`src/rtl/hilo_muldiv_sequencer.sv`:
```
// hilo_muldiv_sequencer
//   Multi-cycle MULT/MULTU/DIV/DIVU sequencer that owns the HI/LO register pair.
//   The core stalls on busy while an operation is in flight. mfhi/mflo read hi/lo
//   directly, and mthi/mtlo write them in one cycle without raising busy.
//
//   Optional feature: define FAST_MUL_EN to compute MULT/MULTU with one
//   combinational multiply (IDLE -> FIX, busy for a single cycle). When the macro
//   is undefined, the multiplier is iterative and no '*' operator is synthesized.
//
// Ports
//   clk       in   core clock, rising edge
//   rst       in   synchronous active-high reset
//   op_valid  in   operation request this cycle
//   op_code   in   0 MULT, 1 MULTU, 2 DIV, 3 DIVU, 4 MTHI, 5 MTLO, 6-7 no-op
//   rs_val    in   multiplicand / dividend / mthi-mtlo data
//   rt_val    in   multiplier / divisor
//   abort     in   exception flush; cancels the in-flight operation
//   busy      out  high while an operation is in flight
//   done      out  one-cycle pulse; HI/LO are updated on the same edge
//   div_zero  out  one-cycle pulse with done when the divisor was zero
//   hi, lo    out  HI and LO registers
module hilo_muldiv_sequencer #(
  parameter int WIDTH = 32,
  parameter int CNT_W = 6
) (
  input  logic             clk,
  input  logic             rst,
  input  logic             op_valid,
  input  logic [2:0]       op_code,
  input  logic [WIDTH-1:0] rs_val,
  input  logic [WIDTH-1:0] rt_val,
  input  logic             abort,
  output logic             busy,
  output logic             done,
  output logic             div_zero,
  output logic [WIDTH-1:0] hi,
  output logic [WIDTH-1:0] lo
);

  typedef enum logic [1:0] {S_IDLE, S_MUL, S_DIV, S_FIX} state_t;

  state_t               state;
  logic [2*WIDTH-1:0]   acc;       // {partial product | remainder, multiplier | quotient}
  logic [WIDTH-1:0]     opnd;      // multiplicand or divisor magnitude
  logic [CNT_W-1:0]     cnt;
  logic                 is_div;
  logic                 neg_res;   // negate product / quotient
  logic                 neg_rem;   // remainder takes the dividend's sign
  logic                 dz;        // divisor was zero at request

  logic                 op_signed;
  logic [WIDTH-1:0]     rs_mag;
  logic [WIDTH-1:0]     rt_mag;

  logic [WIDTH:0]       mul_sum;
  logic [2*WIDTH-1:0]   mul_next;
  logic [WIDTH:0]       div_shift;
  logic [WIDTH-1:0]     div_diff;
  logic                 div_ge;
  logic [2*WIDTH-1:0]   div_next;
  logic [2*WIDTH-1:0]   prod_fix;

  // Magnitude of a two's-complement value when the operation is signed.
  function automatic logic [WIDTH-1:0] mag(input logic [WIDTH-1:0] v, input logic sgn);
    logic signed [WIDTH-1:0] sv;
    sv = signed'(v);
    return (sgn && sv < 0) ? WIDTH'(-sv) : v;
  endfunction

  function automatic logic [WIDTH-1:0] cond_neg_w(input logic [WIDTH-1:0] v, input logic n);
    return n ? (~v + 1'b1) : v;
  endfunction

  function automatic logic [2*WIDTH-1:0] cond_neg_p(input logic [2*WIDTH-1:0] v, input logic n);
    return n ? (~v + 1'b1) : v;
  endfunction

  always_comb begin
    op_signed = (op_code == 3'd0) || (op_code == 3'd2);
    rs_mag    = mag(rs_val, op_signed);
    rt_mag    = mag(rt_val, op_signed);

    // Shift-add step: conditionally add the multiplicand to the upper half, then
    // shift the whole accumulator right, consuming one multiplier bit.
    mul_sum   = {1'b0, acc[2*WIDTH-1:WIDTH]} + {1'b0, (acc[0] ? opnd : {WIDTH{1'b0}})};
    mul_next  = {mul_sum, acc[WIDTH-1:1]};

    // Restoring step: shift the next dividend bit into the remainder, keep the
    // trial difference only when it does not go negative.
    div_shift = {acc[2*WIDTH-1:WIDTH], acc[WIDTH-1]};
    div_diff  = div_shift[WIDTH-1:0] - opnd;
    div_ge    = div_shift >= {1'b0, opnd};
    div_next  = {(div_ge ? div_diff : div_shift[WIDTH-1:0]), acc[WIDTH-2:0], div_ge};

    prod_fix  = cond_neg_p(acc, neg_res);
  end

  always_ff @(posedge clk) begin
    if (rst) begin
      state    <= S_IDLE;
      busy     <= 1'b0;
      done     <= 1'b0;
      div_zero <= 1'b0;
      hi       <= '0;
      lo       <= '0;
      acc      <= '0;
      opnd     <= '0;
      cnt      <= '0;
      is_div   <= 1'b0;
      neg_res  <= 1'b0;
      neg_rem  <= 1'b0;
      dz       <= 1'b0;
    end else begin
      done     <= 1'b0;
      div_zero <= 1'b0;
      if (abort) begin
        // Flush: drop whatever is in flight (or being requested) without touching HI/LO.
        state <= S_IDLE;
        busy  <= 1'b0;
      end else begin
        case (state)
          S_IDLE: begin
            if (op_valid) begin
              case (op_code)
                3'd0, 3'd1: begin
                  is_div  <= 1'b0;
                  neg_res <= op_signed & (rs_val[WIDTH-1] ^ rt_val[WIDTH-1]);
                  neg_rem <= 1'b0;
                  dz      <= 1'b0;
                  cnt     <= '0;
                  opnd    <= rs_mag;
                  busy    <= 1'b1;
`ifdef FAST_MUL_EN
                  acc     <= {{WIDTH{1'b0}}, rs_mag} * {{WIDTH{1'b0}}, rt_mag};
                  state   <= S_FIX;
`else
                  acc     <= {{WIDTH{1'b0}}, rt_mag};
                  state   <= S_MUL;
`endif
                end
                3'd2, 3'd3: begin
                  is_div  <= 1'b1;
                  neg_res <= op_signed & (rs_val[WIDTH-1] ^ rt_val[WIDTH-1]);
                  neg_rem <= op_signed & rs_val[WIDTH-1];
                  dz      <= (rt_val == '0);
                  cnt     <= '0;
                  acc     <= {{WIDTH{1'b0}}, rs_mag};
                  opnd    <= rt_mag;
                  busy    <= 1'b1;
                  state   <= S_DIV;
                end
                3'd4:    hi <= rs_val;
                3'd5:    lo <= rs_val;
                default: ;
              endcase
            end
          end
          S_MUL: begin
            acc <= mul_next;
            cnt <= cnt + 1'b1;
            if (cnt == CNT_W'(WIDTH - 1)) state <= S_FIX;
          end
          S_DIV: begin
            acc <= div_next;
            cnt <= cnt + 1'b1;
            if (cnt == CNT_W'(WIDTH - 1)) state <= S_FIX;
          end
          S_FIX: begin
            // Sign correction and result write-back
            if (is_div) begin
              // With a zero divisor the remainder path ends up holding the
              // dividend itself, so only LO needs forcing.
              lo       <= dz ? {WIDTH{1'b1}} : cond_neg_w(acc[WIDTH-1:0], neg_res);
              hi       <= cond_neg_w(acc[2*WIDTH-1:WIDTH], neg_rem);
              div_zero <= dz;
            end else begin
              lo <= prod_fix[WIDTH-1:0];
              hi <= prod_fix[2*WIDTH-1:WIDTH];
            end
            done  <= 1'b1;
            busy  <= 1'b0;
            state <= S_IDLE;
          end
          default: begin
            state <= S_IDLE;
            busy  <= 1'b0;
          end
        endcase
      end
    end
  end

endmodule

```
`config.mk`:
```
export PLATFORM = sky130hd
export DESIGN_NAME = hilo_muldiv_sequencer
export DESIGN_NICKNAME = d
export VERILOG_FILES = /design/src/rtl/hilo_muldiv_sequencer.sv
export SDC_FILE = /design/constraint.sdc
export NUM_CORES = 1
export LEC_CHECK = 0
export CAP_MARGIN = 20
export CORE_MARGIN = 4
export CORE_UTILIZATION = 45
export DETAILED_ROUTE_END_ITERATION = 10
export GPL_TIMING_DRIVEN = 1
export PLACE_DENSITY = 0.65
export SLEW_MARGIN = 10
export SYNTH_ARGS = -nofsm -noshare
export SYNTH_HDL_FRONTEND = slang
export SYNTH_SLANG_ARGS = --single-unit
```
`constraint.sdc`:
```
create_clock -name clk -period 4.3 [get_ports clk]
set_input_delay 1.075 -clock clk [delete_from_list [all_inputs] [get_ports clk]]
set_output_delay 1.075 -clock clk [all_outputs]
set_load 0.005 [all_outputs]
```
==> results.toml <==
[logic_synthesis]
yosysSeqAreaShare_pct = 23.98
yosys_warnings = 0
synth_nets = 2157
yosys.cell_types.count = 70
synthFlopType = "dfxtp_1"
syn_area_per_cell_um2 = 7.264
netlist_instances = 2011
synth_edf_count = 0
ys_ff_latch = 175
synth_area_um2 = 14610
async_flop_share_pct = 0

[cells_and_area]
drive_above_1_share_pct = 6.049
most-common-layout-cells = "224 x a21oi_1, 207 x nor2_1, 192 x nand2_1, 175 x dfxtp_1, 171 x o21ai_0"
fill_cells = 3098
syn_to_final_growth_pct = 17.40
final_cells = 2551
seq_area_um2 = 3503
final_core_util_pct = 53.93
insertedDiodeCount = 0
fin_area_um2 = 17150
final_common_cell = "a21oi_1"
multi_input_area_um2 = 10350
fin_nets = 2249

[floorplan]
fp-row-count = 65
die_w_um = 188.2
die_h_um = 188.2
fp.dieArea_um2 = 35410
core_area_um2 = 31800
start_util_pct = 45.94
ios = 138

[setup_path]
path_class = "flip-flop to flip-flop"
r2r_slack_ps = 320
cpMaxStageDelayCell = "inv_1"
crit_fanout = 11
end_kind = "flip-flop"
path_buf_inv = 1
critical-path-top-delay-family = "compound AO/OA/AOI/OAI gates"
r2r_end = "acc[62]"
worst-path-stages = 12
r2r_cells = 12
cpPeakStageDelay_ps = 470
start_kind = "flip-flop"
rr_startpoint = "acc[0]"
arrival_ps = 4280
crit_chain = "inv_1, nor2_1, ha_1, a211oi_1, o211ai_1, a41oi_1, o21ai_0, a211oi_1, o21ai_0, a21boi_0, xor2_1, o221ai_1"
required_ps = 4600

[clocking]
cts_root_buf = "clkbuf_16"
ctsResizeCount = 0
path_clk_slew_ps = 80
numCtsBuffers = 17
post_cts.repair.setup_buffers = 0
cts_tree = "yes"
worstSkewPairLatency_ps = 450
cts_htree_levels = 4
ctsHoldBuffers = 0
cts.sinks = 175
clock_path_buffers = 2

[place]
gp_congestion = 0.9749
placedInstanceArea_um2 = 16580
dp_hpwl_um = 45950
post-place-cells = 2519
io_buffers = 137

[detailed_routing]
route.detailed.drc = 0
routedWlPerCell_um = 22.79
drtAntennaViolNets = 0
wl_um = 58130
drtIter0Drc = 1970
vias_per_cell = 6.248
drt-pass1-iter-count = 8
vias = 15940

[global_route]
antenna_found_initial = 0
grt_pass1_wl_um = 88490
grt_max_degree = 80
overflow = 0
grt_usage_pct = 31.65
grt_pass1_vias = 14650

[min_path]
holdPathEnd = "lo[19]"
min_path_type = "flip-flop to flip-flop"
holdPathStages = 2
hold_start = "lo[19]"

[sta]
tightest_slew_ps = 1034
slew_headroom_pct = 30.42
fin_crit_ps = 3983
finalSetupTns_ps = 0
skew_ps = 14.93
hold_violations = 0
drv_slew = 0
max_freq_mhz = 251.1
finalCritPeriodShare_pct = 92.62
rsz0062_at_grt = "no"
setup_violations = 0

[power]
power_density_nw_per_um2 = 265.2
irDropWorstVdd_mv = 0.2926
power.static_leakage_nw = 6.577

[outcome]
status = "completed"

[job]
drv_cap = 0
## Yosys cell counts (all sizes together), types with 10 or more instances
cell type / number / area (µm²)
a21oi: 224 / 1121
nor2: 209 / 784.5
nand2: 192 / 720.7
dfxtp: 175 / 3503
o21ai: 172 / 860.8
clkbuf: 129 / 484.2
xnor2: 100 / 875.8
xor2: 79 / 691.9
ha: 73 / 913.4
a211oi: 70 / 525.5
inv: 68 / 255.2
a22oi: 41 / 307.8
a21o: 37 / 277.8
mux2i: 35 / 350.3
nand3: 31 / 155.2
nor3: 31 / 160.1
o211ai: 26 / 195.2
nor4: 24 / 150.1
o221ai: 23 / 201.4
o31ai: 21 / 157.7
or3: 19 / 118.9
a31oi: 18 / 112.6
or4: 18 / 146.4
a22o: 14 / 122.6
and3: 14 / 87.58
o21a: 14 / 105.1
nand2b: 12 / 75.07
a211o: 11 / 96.34
o41ai: 10 / 87.58
## area by class of cell
class / count / share of cell area [%]
Tap cell: 435 / 3.174
Clock inverter: 15 / 0.8171
Timing Repair Buffer: 209 / 11.28
Inverter: 68 / 1.488
Multi-Input combinational cell: 1632 / 60.33
Clock buffer: 17 / 2.480
Sequential cell: 175 / 20.43
## worst max-delay path by stage
| stage | from | to | slack, ps |
|---|---|---|---|
| 3_3_place_gp | rs_val[4] | acc[22] | 230 |
| 2_1_floorplan | rs_val[4] | acc[21] | 830 |
| 4_1_cts | acc[0] | acc[62] | 400 |
| 3_5_place_dp | rs_val[21] | opnd[30] | 170 |
| 5_1_grt | acc[0] | acc[62] | 60 |
| 6_report | acc[0] | acc[62] | 320 |
## report_power, final
| part | switching [W] | total, W | internal [W] | leakage, nW |
|---|---|---|---|---|
| Sequential | 0.0000762 | 0.00176 | 0.00168 | 1.42 |
| Combinational | 0.000757 | 0.00122 | 0.000458 | 4.88 |
| Clock | 0.000804 | 0.00158 | 0.000772 | 0.276 |
## worst min-delay path: stages, from the launching register on
cell     delay (ps)
dfxtp_1         310
nand2_1          50
a21oi_1          50
## sequential cells by signal (all words and copies together) (netlist names)
register,count
acc,64
busy,1
cnt,6
div_zero,1
done,1
dz,1
hi,32
is_div,1
lo,32
neg_rem,1
neg_res,1
opnd,32
state,2
## cell families after synthesis
kind of cell               count (synthesis)  synth area share (%)
AOI/OAI and AO/OA                        738                 31.94
and+or+nand+nor                          604                 19.02
buffers and inverters                    204                 5.319
xor gates and xnor gates                 179                 10.73
DFF                                      175                 23.98
adders and majority gates                 75                 6.527
muxes                                     36                 2.475
## stage by stage
| stage | hold slack [ps] | setup slack (ps) | total power [W] |
|---|---|---|---|
| finish | 454.1 | 317.3 | 0.004548 |
| global route | 461.7 | 60.87 | 0.004731 |
| floorplan | 448.2 | 825.3 | 0.002516 |
| detailed placement | 445.5 | 165.4 | 0.002973 |
| CTS | 456.7 | 398.5 | 0.004525 |
| global placement | 437.0 | 232.4 | 0.002968 |
## per-layer routing
metal / vias to the layer above / wire length (µm) / global-route usage, %
met1: 7462 / 26260 / 46.52
met3: 97 / 5684 / 6.169
li1: 7536 / - / -
met2: 843 / 23990 / 45.99
met5: - / 0 / 0
met4: 0 / 2193 / 11.15
Power figures use the tool's default switching activity.
